==> src/rtl/mult_pkg.sv <==
// Shared types and constants for the sequential radix-2 Booth multiplier.
package mult_pkg;

  localparam int unsigned WIDTH     = 32;
  localparam int unsigned CNT_W     = 6;
  localparam int unsigned LAST_ITER = 31;

  typedef enum logic [1:0] {
    IDLE = 2'd0,
    CALC = 2'd1,
    DONE = 2'd2
  } state_t;

  typedef enum logic [1:0] {
    OP_NOP = 2'd0,
    OP_ADD = 2'd1,
    OP_SUB = 2'd2
  } booth_op_t;

  // Product register {A, Q, q_1} shifted right as one unit each iteration.
  typedef struct packed {
    logic [WIDTH-1:0] a;
    logic [WIDTH-1:0] q;
    logic             q_1;
  } booth_reg_t;

  function automatic booth_op_t booth_decode(input logic q0, input logic q1);
    case ({q0, q1})
      2'b01:   return OP_ADD;
      2'b10:   return OP_SUB;
      default: return OP_NOP;
    endcase
  endfunction

endpackage

==> src/rtl/cla.sv <==
// 32-bit carry-lookahead adder: 4-bit groups, group carries resolved by lookahead.
module cla
  import mult_pkg::*;
(
  input  logic [WIDTH-1:0] x,
  input  logic [WIDTH-1:0] y,
  input  logic             c0,
  output logic [WIDTH-1:0] s,
  output logic             of
);

  localparam int unsigned GRP  = 4;
  localparam int unsigned NGRP = WIDTH / GRP;

  logic [WIDTH-1:0] g;
  logic [WIDTH-1:0] p;
  logic [WIDTH:0]   c;
  logic [NGRP:0]    gc;
  logic [NGRP-1:0]  grp_g;
  logic [NGRP-1:0]  grp_p;

  always_comb begin
    g     = x & y;
    p     = x ^ y;
    c     = '0;
    gc    = '0;
    grp_g = '0;
    grp_p = '0;
    gc[0] = c0;
    for (int b = 0; b < NGRP; b++) begin
      grp_p[b] = 1'b1;
      for (int j = 0; j < GRP; j++) begin
        grp_g[b] = g[b*GRP+j] | (p[b*GRP+j] & grp_g[b]);
        grp_p[b] = grp_p[b] & p[b*GRP+j];
      end
      gc[b+1] = grp_g[b] | (grp_p[b] & gc[b]);
    end
    // Carries inside each group ripple from the lookahead group carry-in.
    for (int b = 0; b < NGRP; b++) begin
      c[b*GRP] = gc[b];
      for (int j = 0; j < GRP - 1; j++) begin
        c[b*GRP+j+1] = g[b*GRP+j] | (p[b*GRP+j] & c[b*GRP+j]);
      end
    end
    c[WIDTH] = gc[NGRP];
    s  = p ^ c[WIDTH-1:0];
    of = c[WIDTH] ^ c[WIDTH-1];
  end

endmodule

==> src/rtl/mult_booth_ctrl.sv <==
// Sequential signed 32x32 radix-2 Booth multiplier controller sharing one cla.
// Build option: MULT_HOLD_RESULT_EN keeps result/exception after the done cycle.
module mult_booth_ctrl
  import mult_pkg::*;
(
  input  logic             clock,
  input  logic             reset,
  input  logic             ctrl_MULT,
  input  logic [WIDTH-1:0] data_operandA,
  input  logic [WIDTH-1:0] data_operandB,
  output logic [WIDTH-1:0] data_result,
  output logic             data_exception,
  output logic             data_resultRDY,
  output logic             busy
);

  state_t           state;
  state_t           state_nxt;
  logic             load_c;
  logic             iter_c;
  logic             finish_c;
  logic [CNT_W-1:0] cnt;
  logic [WIDTH-1:0] m;
  booth_reg_t       pr;
  booth_reg_t       pr_nxt;
  booth_op_t        op_c;
  logic [WIDTH-1:0] add_y_c;
  logic             add_c0_c;
  logic [WIDTH-1:0] sum_c;
  logic             sum_of_c;
  logic [WIDTH-1:0] a_res_c;
  logic             a_msb_c;

  always_ff @(posedge clock) begin
    if (reset) state <= IDLE;
    else       state <= state_nxt;
  end

  always_comb begin
    state_nxt = state;
    load_c    = 1'b0;
    iter_c    = 1'b0;
    finish_c  = 1'b0;
    case (state)
      IDLE: begin
        if (ctrl_MULT) begin
          state_nxt = CALC;
          load_c    = 1'b1;
        end
      end
      CALC: begin
        iter_c = 1'b1;
        if (cnt == CNT_W'(LAST_ITER)) begin
          state_nxt = DONE;
          finish_c  = 1'b1;
        end
      end
      DONE: begin
        if (ctrl_MULT) begin
          state_nxt = CALC;
          load_c    = 1'b1;
        end else begin
          state_nxt = IDLE;
        end
      end
      default: state_nxt = IDLE;
    endcase
  end

  assign op_c     = booth_decode(pr.q[0], pr.q_1);
  assign add_c0_c = (op_c == OP_SUB);
  assign add_y_c  = add_c0_c ? ~m : m;

  cla u_cla (
    .x  (pr.a),
    .y  (add_y_c),
    .c0 (add_c0_c),
    .s  (sum_c),
    .of (sum_of_c)
  );

  // Shift-in uses the true 33-bit sign of A+/-M so M = most-negative works.
  always_comb begin
    a_res_c = (op_c == OP_NOP) ? pr.a : sum_c;
    a_msb_c = (op_c == OP_NOP) ? pr.a[WIDTH-1] : (sum_c[WIDTH-1] ^ sum_of_c);
    pr_nxt.a   = {a_msb_c, a_res_c[WIDTH-1:1]};
    pr_nxt.q   = {a_res_c[0], pr.q[WIDTH-1:1]};
    pr_nxt.q_1 = pr.q[0];
  end

  always_ff @(posedge clock) begin
    if (reset) begin
      m   <= '0;
      pr  <= '0;
      cnt <= '0;
    end else if (load_c) begin
      m      <= data_operandA;
      pr.a   <= '0;
      pr.q   <= data_operandB;
      pr.q_1 <= 1'b0;
      cnt    <= '0;
    end else if (iter_c) begin
      pr  <= pr_nxt;
      cnt <= cnt + CNT_W'(1);
    end
  end

  always_ff @(posedge clock) begin
    if (reset) begin
      data_result    <= '0;
      data_exception <= 1'b0;
      data_resultRDY <= 1'b0;
      busy           <= 1'b0;
    end else begin
      busy           <= (state_nxt == CALC);
      data_resultRDY <= finish_c;
      if (finish_c) begin
        data_result    <= pr_nxt.q;
        data_exception <= (pr_nxt.a != {WIDTH{pr_nxt.q[WIDTH-1]}});
      end else begin
`ifdef MULT_HOLD_RESULT_EN
        data_result    <= data_result;
        data_exception <= data_exception;
`else
        data_result    <= '0;
        data_exception <= 1'b0;
`endif
      end
    end
  end

endmodule

==> config.mk <==
export PLATFORM = sky130hd
export DESIGN_NAME = mult_booth_ctrl
export DESIGN_NICKNAME = d
export VERILOG_FILES = /design/src/rtl/mult_pkg.sv /design/src/rtl/cla.sv /design/src/rtl/mult_booth_ctrl.sv
export SDC_FILE = /design/constraint.sdc
export NUM_CORES = 1
export LEC_CHECK = 0
export CAP_MARGIN = 10
export CELL_PAD_IN_SITES_DETAIL_PLACEMENT = 1
export CELL_PAD_IN_SITES_GLOBAL_PLACEMENT = 1
export CORE_ASPECT_RATIO = 0.75
export CORE_UTILIZATION = 37
export CTS_CLUSTER_DIAMETER = 100
export DETAILED_ROUTE_END_ITERATION = 8
export GPL_TIMING_DRIVEN = 0
export PLACE_DENSITY_LB_ADDON = 0.08
export SLEW_MARGIN = 40
export SYNTH_ARGS = -nofsm -noshare
export SYNTH_HDL_FRONTEND = slang
export SYNTH_SLANG_ARGS = --single-unit
==> constraint.sdc <==
create_clock -name clock -period 5.15 [get_ports clock]
set_input_delay 1.2875 -clock clock [delete_from_list [all_inputs] [get_ports clock]]
set_output_delay 1.2875 -clock clock [all_outputs]
set_load 0.03 [all_outputs]
; After elaboration in Yosys (flattened, before gate mapping)
; Cells that the tools add are included.
[classes]
n_eq_ne = 8
addsub = 1
bitwise_logic = 143
reduce_logical = 6
n_mux = 15
[ops]
columns = cell, count
row1 = $and A1 B1 Y1, 80
row2 = $mux W33, 2
row3 = $mux W32, 2
row4 = $xor A32 B32 Y32, 2
row5 = $or A1 B1 Y1, 56
row6 = $and A32 B32 Y32, 1
row7 = $ne A32 B32 Y1, 1
row8 = $not A32 Y32, 1
row9 = $mux W1, 7
row10 = $add A6 B1 Y6 const B, 1
row11 = $eq A2 B1 Y1 const B, 3
row12 = $eq A2 B2 Y1 const B, 3
row13 = $eq A6 B5 Y1 const B, 1
row14 = $pmux W2 S3, 1
row15 = $reduce_or A2 Y1, 3
row16 = $logic_not A2 Y1, 2
row17 = $mux W2, 2
row18 = $pmux W2 S2, 1
row19 = $reduce_bool A2 Y1, 1
row20 = $xor A1 B1 Y1, 2
row21 = $not A1 Y1, 1
[totals]
regBits = 140
elab_cells = 183
inputBits = 67

; Longest topological paths before layout
; Gate-level depths: netlist of run 1.
[depth]
depth_word = 34
depth_mapped = 23

; Cells and area by module
; From an unflattened synthesis of run 1, not the netlist that was laid out.
[hier_totals]
cells_unflattened = 776
hier_area_um2 = 7028.0
[by_module_without_submodules]
columns = mod, instances, area_per_inst_um2, cells_each
row1 = mult_booth_ctrl, 1, 5657.9, 643
row2 = cla, 1, 1370.1, 133

; Worst setup path after synthesis of run 1
; OpenSTA, ideal clock, no wires.
[synth_path]
path_kind = register -> register
startpoint = register pr[0] (netlist name)
endpoint = register data_exception
arrival_ns = 5.121
setup_time_ns = 0.129
stages_incl_launch_ff = 23
required_time_ns = 5.021
setup_slack_ns = -0.100
cell_sequence = dfxtp_1 -> inv_1 -> ha_1 -> clkbuf_1 -> buf_1 -> xor2_1 -> ha_1 -> a21oi_1 -> nor2b_1 -> o31ai_1 -> nand3_1 -> a21oi_1 -> o21ai_0 -> fa_1 -> fa_1 -> fa_1 -> or4_1 -> nor4_1 -> o21ai_0 -> nor3_2 -> o221ai_2 -> nor3_1 -> a211oi_1
[synth_between]
elab_chain_cells = 34
[synth_lines]
columns = element, line
row1 = start: declaration, mult_booth_ctrl.sv:24  ; booth_reg_t pr;
row2 = start signal: assignment, mult_booth_ctrl.sv:103  ; pr <= pr_nxt;
row3 = $eq A2 B2 Y1 or $eq A2 B1 Y1 (tied branches), mult_pkg.sv:28  ; case ({q0, q1})
row4 = $pmux W2 S2 (*), mult_pkg.sv:28
row5 = $eq A2 B2 Y1, mult_booth_ctrl.sv:71  ; assign add_c0_c = (op_c == OP_SUB);
row6 = $mux W32, mult_booth_ctrl.sv:72  ; assign add_y_c = add_c0_c ? ~m : m;
row7 = $xor A32 B32 Y32 or $and A32 B32 Y32 (tied branches), "cla.sv:24, cla.sv:23"
row8 = $and A1 B1 Y1, cla.sv:33  ; grp_g[b] = g[b*GRP+j] | (p[b*GRP+j] & grp_g[b]);
row9 = $or A1 B1 Y1, cla.sv:33
row10 = $and A1 B1 Y1, cla.sv:33
row11 = (+18 left out), n/a
row12 = $and A1 B1 Y1, cla.sv:42  ; c[b*GRP+j+1] = g[b*GRP+j] | (p[b*GRP+j] & c[b*GRP+j]);
row13 = $or A1 B1 Y1, cla.sv:42
row14 = $and A1 B1 Y1, cla.sv:42
row15 = $or A1 B1 Y1, cla.sv:42
row16 = $xor A32 B32 Y32 or $xor A1 B1 Y1 (tied branches), "cla.sv:46, cla.sv:47"
row17 = $xor A1 B1 Y1, mult_booth_ctrl.sv:85  ; a_msb_c = (op_c == OP_NOP) ? pr.a[WIDTH-1] : (sum_c[WIDTH-1] ^ sum_of_c);
row18 = $mux W1, mult_booth_ctrl.sv:85
row19 = $ne A32 B32 Y1 (*), mult_booth_ctrl.sv:119  ; data_exception <= (pr_nxt.a != {WIDTH{pr_nxt.q[WIDTH-1]}});
row20 = end signal: assignment, mult_booth_ctrl.sv:119
row21 = end: declaration, mult_booth_ctrl.sv:12  ; output logic data_exception,
; Every way passes the cells marked *; elsewhere a longest branch is shown, timed or not.
; A chain may end at the register's enable or synchronous reset.

; Worst setup path in the final report of run 1
; Same ends and word-level chain as after synthesis.

==> results of run 1 <==
-- cell usage in the layout, fill, tap and decap left out, types with 7 or more instances in the layout --
cell type	n
nor2_1	57
nand2_1	121
fa_1	13
nand2b_1	7
clkbuf_16	17
fa_2	10
o21ai_0	15
a21oi_1	94
xor2_1	28
nand4_1	12
xnor2_1	11
a211oi_1	17
dfxtp_1	138
mux2i_1	18
clkbuf_1	38
a22oi_1	31
and2_1	31
clkdlybuf4s50_1	100
buf_4	22
ha_1	29
-- power groups by stage --
stage	clock, uW	combinational (uW)	sequential, uW
finish	1170	593	1180
global route	1240	641	1190
CTS	1200	522	1180
detailed placement	0	487	1200
global placement	0	468	1200
floorplan	0	309	1190
-- kinds of logic after synthesis --
logic type | synth area share, %
muxes | 3.21
AOI/OAI and AO/OA | 16.0
and+or+nand+nor | 19.0
DFF | 40.1
xor gates and xnor gates | 6.00
adders and majority gates | 12.7
buffers and inverters | 3.05
-- flip-flops by register name, summed over array words and instances (netlist names) --
name and count:
pr 65, state 2, m 32, cnt 6, busy 1, data_resultRDY 1, data_exception 1, data_result 32
-- cell usage after synthesis (all sizes together), types with 19 or more instances --
cell type	n
dfxtp	140
nand2	121
a21oi	99
nor2	59
clkbuf	40
xor2	35
ha	34
a22oi	31
and2	31
o21ai	24
fa	23
a211oi	19
mux2i	19
-- metal layers --
metal / global-route usage, % / up-vias / part of all wire, %
met2: 36.7 / 139 / 46
li1: - / 3019 / -
met3: 3.45 / 22 / 3.7
met4: 6.96 / 0 / 1.3
met1: 33.7 / 3142 / 49
met5: 0 / - / 0
-- timing repair --
action / in CTS / in global routing
resized for setup: 51 / 45
endpoints found under the hold margin: 0 / 0
pin swaps: 22 / 29
setup endpoints to repair: 8 / 1
hold buffers: 0 / 0
buffers inserted: 9 / 16
-- per-stage QoR --
| step | instances | instance area, um^2 | total power [uW] | hold WS [ns] |
|---|---|---|---|---|
| after floorplan | 787 | 6980 | 1500 | 0.436 |
| after global placement | 1134 | 8290 | 1660 | 0.444 |
| after detailed placement | 1134 | 8300 | 1690 | 0.459 |
| after CTS | 1173 | 9140 | 2900 | 0.468 |
| after global routing | 1188 | 9520 | 3070 | 0.487 |
| final | 1188 | 9520 | 2950 | 0.467 |
-- cell type report --
type / count / area (um^2)
Multi-Input combinational cell: 593 / 4390
Clock buffer: 17 / 425
Timing Repair Buffer: 124 / 1200
Clock inverter: 14 / 126
Sequential cell: 140 / 2810
Tap cell: 247 / 309
Fill cell: 2077 / 8940
Inverter: 3 / 11.3
Buffer: 50 / 246
-- critical path, cell delays in order (launching register included) --
cell and delay, ns:
dfxtp_2 0.32, inv_2 0.06, ha_4 0.22, buf_12 0.18, buf_12 0.11, xor2_4 0.19, ha_4 0.24, nand3_4 0.07
nor2_4 0.05, o31ai_4 0.28, nand3_4 0.16, buf_6 0.17, o21a_4 0.22, o21ai_2 0.13, nand2b_1 0.09, fa_2 0.37
fa_2 0.39, fa_1 0.49, mux2_4 0.32, nor2_4 0.12, o2111ai_2 0.13, o22ai_2 0.26, o221ai_4 0.18, nor4_2 0.16
a211oi_1 0.10
-- worst max path at each step --
| stage | depth (start not counted) | end |
|---|---|---|
| 6_report | 24 | data_exception |
| 3_5_place_dp | 21 | data_exception |
| 4_1_cts | 23 | data_exception |
| 5_1_grt | 24 | data_exception |
| 2_1_floorplan | 22 | data_exception |
| 3_3_place_gp | 21 | data_exception |
==> flow_summary.toml, run 1 <==
[outcome]
status = "finished with violations"
violations = "setup timing"

[power_and_ir_drop]
pwr-share-comb_pct = 20.1
pwr-share-clk_pct = 39.8
ir_drop_mv = 0.227
p_leak_uw = 0.00381
p_seq_share_pct = 40.1
power_switching_share_pct = 31.4
intPower_uw = 2020
power_switching_uw = 925
p_per_area_mw_per_mm2 = 310

[critical_path]
end_kind = "flip-flop"
r2r_end = "data_exception"
cp-startpoint = "pr[0]"
crit_fanout = 6
crit_type = "reg2reg"
reg2reg_from = "pr[0]"
crit_required_ns = 5.45
reg2regPathDepth = 24
crit_path_start_kind = "flip-flop"
arrival_ns = 5.46
ff2ff_setup_slack_ns = -0.007

[grt]
overflow = 0
grt_max_degree = 17
grt_pass1_vias = 6380
grt_pass1_wl_um = 35100
antenna_found_initial = 0
grt_use_total_pct = 23.6

[placed_design]
port_buffers = 100
gp_congestion = 0.893
post-dp-hpwl_um = 16700
dpl_worst_slack_ns = -1.22

[synthesis]
ys_ff_latch = 140
ys_types = 51
synthTopCellsByArea = "dfxtp_1 40%, a21oi_1 7.1%, fa_1 6.6%"
ys_seq_area_share_pct = 40.1
ys.flop_type = "dfxtp_1"
avgSynthCellArea_um2 = 8.87
syn_area_mm2 = 0.00698
synth_edf_count = 0
syn_inst = 787
ys.warnings.count = 0
synthArstFlopShare_pct = 0
synth_fp_nets = 911
yosysTopAreaCell = "dfxtp_1"
synth_top_area_share_pct = 40.1

[hold_path]
whs_path_depth = 2
min_from = "m[24]"
holdPathEnd = "m[24]"
holdCritPathClass = "reg2reg"

[sta]
fin_ws_ns = -0.00731
max_clock_freq_ghz = 0.194
hold_viol = 0
finClkSkew_ns = 0.0144
rsz0062_at_grt = "true"
slew_headroom_pct = 43.6
maxSlewViolCount = 0
setup_viol = 1
min_period_ns = 5.16
setup_tns_ns = -0.00731
period_share_pct = 100
worst-slew-pin-transition_ns = 0.845

[clock_network]
clk_pin_slew_ns = 0.07
cts.path.max_buffers = 2
cts_made_buffers = 17
clock_sinks = 140
cts-htree-levels = 4
cts_tree = "built"
clkLatencyLatePin_ns = 0.43
cts-root-buf = "clkbuf_16"

[detailed_routing]
vias = 6322
ant_nets = 0
drt_first_pass_iters = 5
wire_per_inst_um = 19.4
drc_errors = 0
drtIter0Drc = 404
postRouteWirelength_um = 23100
viasPerCell = 5.32

[floorplanning]
die-area_mm2 = 0.0194
start_util_pct = 37.8
io_pins = 102
core_mm2 = 0.0185
fp.dieW_um = 161
die-height_um = 121
rows = 43

[finish]
area_growth_pct = 36.3
post-route-util_pct = 51.6
drive_above_1_share_pct = 13.8
nNetsFinal = 1053
diodes = 0

[job]
cap_viol_max_count = 0
No activity file was read; power rests on OpenSTA's default activity.
==> run 2, diff against run 1 <==
--- a/config.mk
+++ b/config.mk
@@ -13,7 +13,7 @@
 export CTS_CLUSTER_DIAMETER = 100
 export DETAILED_ROUTE_END_ITERATION = 8
 export GPL_TIMING_DRIVEN = 0
-export PLACE_DENSITY_LB_ADDON = 0.08
+export PLACE_DENSITY_LB_ADDON = 0.1
 export SLEW_MARGIN = 40
 export SYNTH_ARGS = -nofsm -noshare
 export SYNTH_HDL_FRONTEND = slang
==> run 2 against run 1 <==
Against the previous run: the run still ends with setup timing left; clock-buffer cell count did not move; critical path depth fell by 1; setup slack got worse by 0.021 ns; total power fell by 0.35%; combinational power fell by 7.1%; sequential power barely moved; critical path type unchanged; largest cell class unchanged.
==> flow_summary.toml, run 2 (same netlist as run 1, synthesis figures left out) <==
[sta]
finClkSkew_ns = 0.00996
min_period_ns = 5.18
fin_ws_ns = -0.0284
setup_tns_ns = -0.0284
period_share_pct = 101
slew_headroom_pct = 41.8
rsz0062_at_grt = "true"
maxSlewViolCount = 0
hold_viol = 0
worst-slew-pin-transition_ns = 0.873
setup_viol = 1
max_clock_freq_ghz = 0.193

[clock_network]
cts_made_buffers = 17
hold_buffers = 0
clkLatencyLatePin_ns = 0.43
cts_tree = "built"
cts-root-buf = "clkbuf_16"
cts-htree-levels = 4
clk_pin_slew_ns = 0.07
cts.path.max_buffers = 2
clock_sinks = 140

[detailed_routing]
postRouteWirelength_um = 23000
vias = 6257
drc_errors = 0
viasPerCell = 5.32
wire_per_inst_um = 19.5
drtIter0Drc = 389
drt_first_pass_iters = 4
ant_nets = 0

[floorplanning]
io_pins = 102
start_util_pct = 37.8
die-height_um = 121
rows = 43
die-area_mm2 = 0.0194
core_mm2 = 0.0185
fp.dieW_um = 161

[critical_path]
crit_fanout = 6
crit_type = "reg2reg"
end_kind = "flip-flop"
arrival_ns = 5.48
crit_required_ns = 5.45
crit_path_start_kind = "flip-flop"

[outcome]
status = "finished with violations"
violations = "setup timing"

[grt]
grt_use_total_pct = 24.6
grt_max_degree = 17
grt_pass1_vias = 6643
overflow = 0
antenna_found_initial = 0
grt_pass1_wl_um = 36600

[power_and_ir_drop]
p_per_area_mw_per_mm2 = 315
p_leak_uw = 0.00377
ir_drop_mv = 0.181

[placed_design]
dpl_cell_area_mm2 = 0.00830
port_buffers = 100
gp_congestion = 0.866
post-dp-hpwl_um = 16900

[finish]
final_cell_mix = "138 x dfxtp_1, 121 x nand2_1, 100 x clkdlybuf4s50_1"
final_common_cell = "dfxtp_1"
drive_above_1_share_pct = 11.7
regMostFlops = "pr"
num-fill-cells = 2084
diodes = 0
nNetsFinal = 1041
area_growth_pct = 33.6
largest_reg_flops = 65
reg_top3 = "pr x65, data_result x32, m x32"
finalInstanceArea_mm2 = 0.00933

[job]
cap_viol_max_count = 0

[hold_path]
holdCritPathClass = "reg2reg"
## run 2: cell count changes in the layout (fill, tap and decap cells not counted), sizes merged
| cell | before | now |
|---|---|---|
| clkinv | 3 | 4 |
| inv | 11 | 13 |
| clkbuf | 55 | 56 |
| clkinvlp | 3 | 1 |
| buf | 36 | 23 |
## run 2: final timing paths
kind | from | end | slack [ns] | cells after the start
setup / recovery | pr[0] | data_exception | -0.03 | 23
hold / removal | m[7] | m[7] | 0.47 | 2
setup reg to reg | pr[0] | data_exception | -0.03 | 23
hold reg to reg | m[7] | m[7] | 0.47 | 2
## run 2: cell type report
class | count | area, um^2 | area share, %
Multi-Input combinational cell | 593 | 4280 | 45.9
Sequential cell | 140 | 2810 | 30.1
Timing Repair Buffer | 112 | 1100 | 11.8
Clock buffer | 17 | 425 | 4.56
Tap cell | 247 | 309 | 3.31
Buffer | 50 | 251 | 2.70
Clock inverter | 15 | 146 | 1.57
Inverter | 3 | 11.3 | 0.121
## run 2: report_power, final
part | switching (uW) | total (uW) | internal (uW)
Clock | 561 | 1210 | 644
Sequential | 49.6 | 1180 | 1130
Combinational | 315 | 551 | 236
## run 2: per-layer routing
metal  wire (um)  up-vias  global-route usage (%)
li1            -     3004                       -
met3         950       28                    4.10
met2       10500      116                    39.3
met5           0        -                       0
met4         368        0                    7.08
met1       11200     3109                    34.2
## run 2: what timing repair did
action / CTS / global route
setup endpoints to repair: 8 / 1
pin swaps: 22 / 9
resized for setup: 68 / 9
setup buffers: 11 / 1
## run 2: worst max-delay path, stage by stage, from the launching register on
cell       delay [ns]
dfxtp_2          0.33
inv_2            0.06
ha_4             0.21
buf_12           0.16
xor2_4           0.20
ha_4             0.25
a21oi_4          0.15
nor2b_4          0.07
o31ai_4          0.28
nand3_2          0.19
buf_6            0.17
o21a_2           0.24
o21ai_2          0.14
nand2b_1         0.11
fa_2             0.37
fa_2             0.36
fa_1             0.47
mux2_4           0.31
nor2_2           0.13
o2111ai_2        0.14
o22ai_2          0.24
o221ai_4         0.17
nor4_2           0.17
a211oi_1         0.10
## run 2: through the flow
step,util [%],hold slack [ns],power [uW],instances,setup slack (ns)
global route,50.5,0.486,3070,1177,-0.253
floorplan,-,0.436,1500,787,0.0156
CTS,50.2,0.470,2950,1176,-0.0525
finish,50.5,0.467,2940,1177,-0.0284
global placement,44.9,0.443,1660,1134,-1.26
detailed placement,45.0,0.462,1690,1134,-1.26
==> run 3, diff against run 2 <==
==> constraint.sdc (replaced) <==
create_clock -name clock -period 5.15 [get_ports clock]
set_input_delay 1.2875 -clock clock [delete_from_list [all_inputs] [get_ports clock]]
set_output_delay 1.2875 -clock clock [all_outputs]
set_load 0.005 [all_outputs]
==> results of run 3 <==
Same layout as run 2 (identical final DEF). Status: finished with violations: setup timing.
Among the figures that moved: total power 2940 uW -> 2930 uW
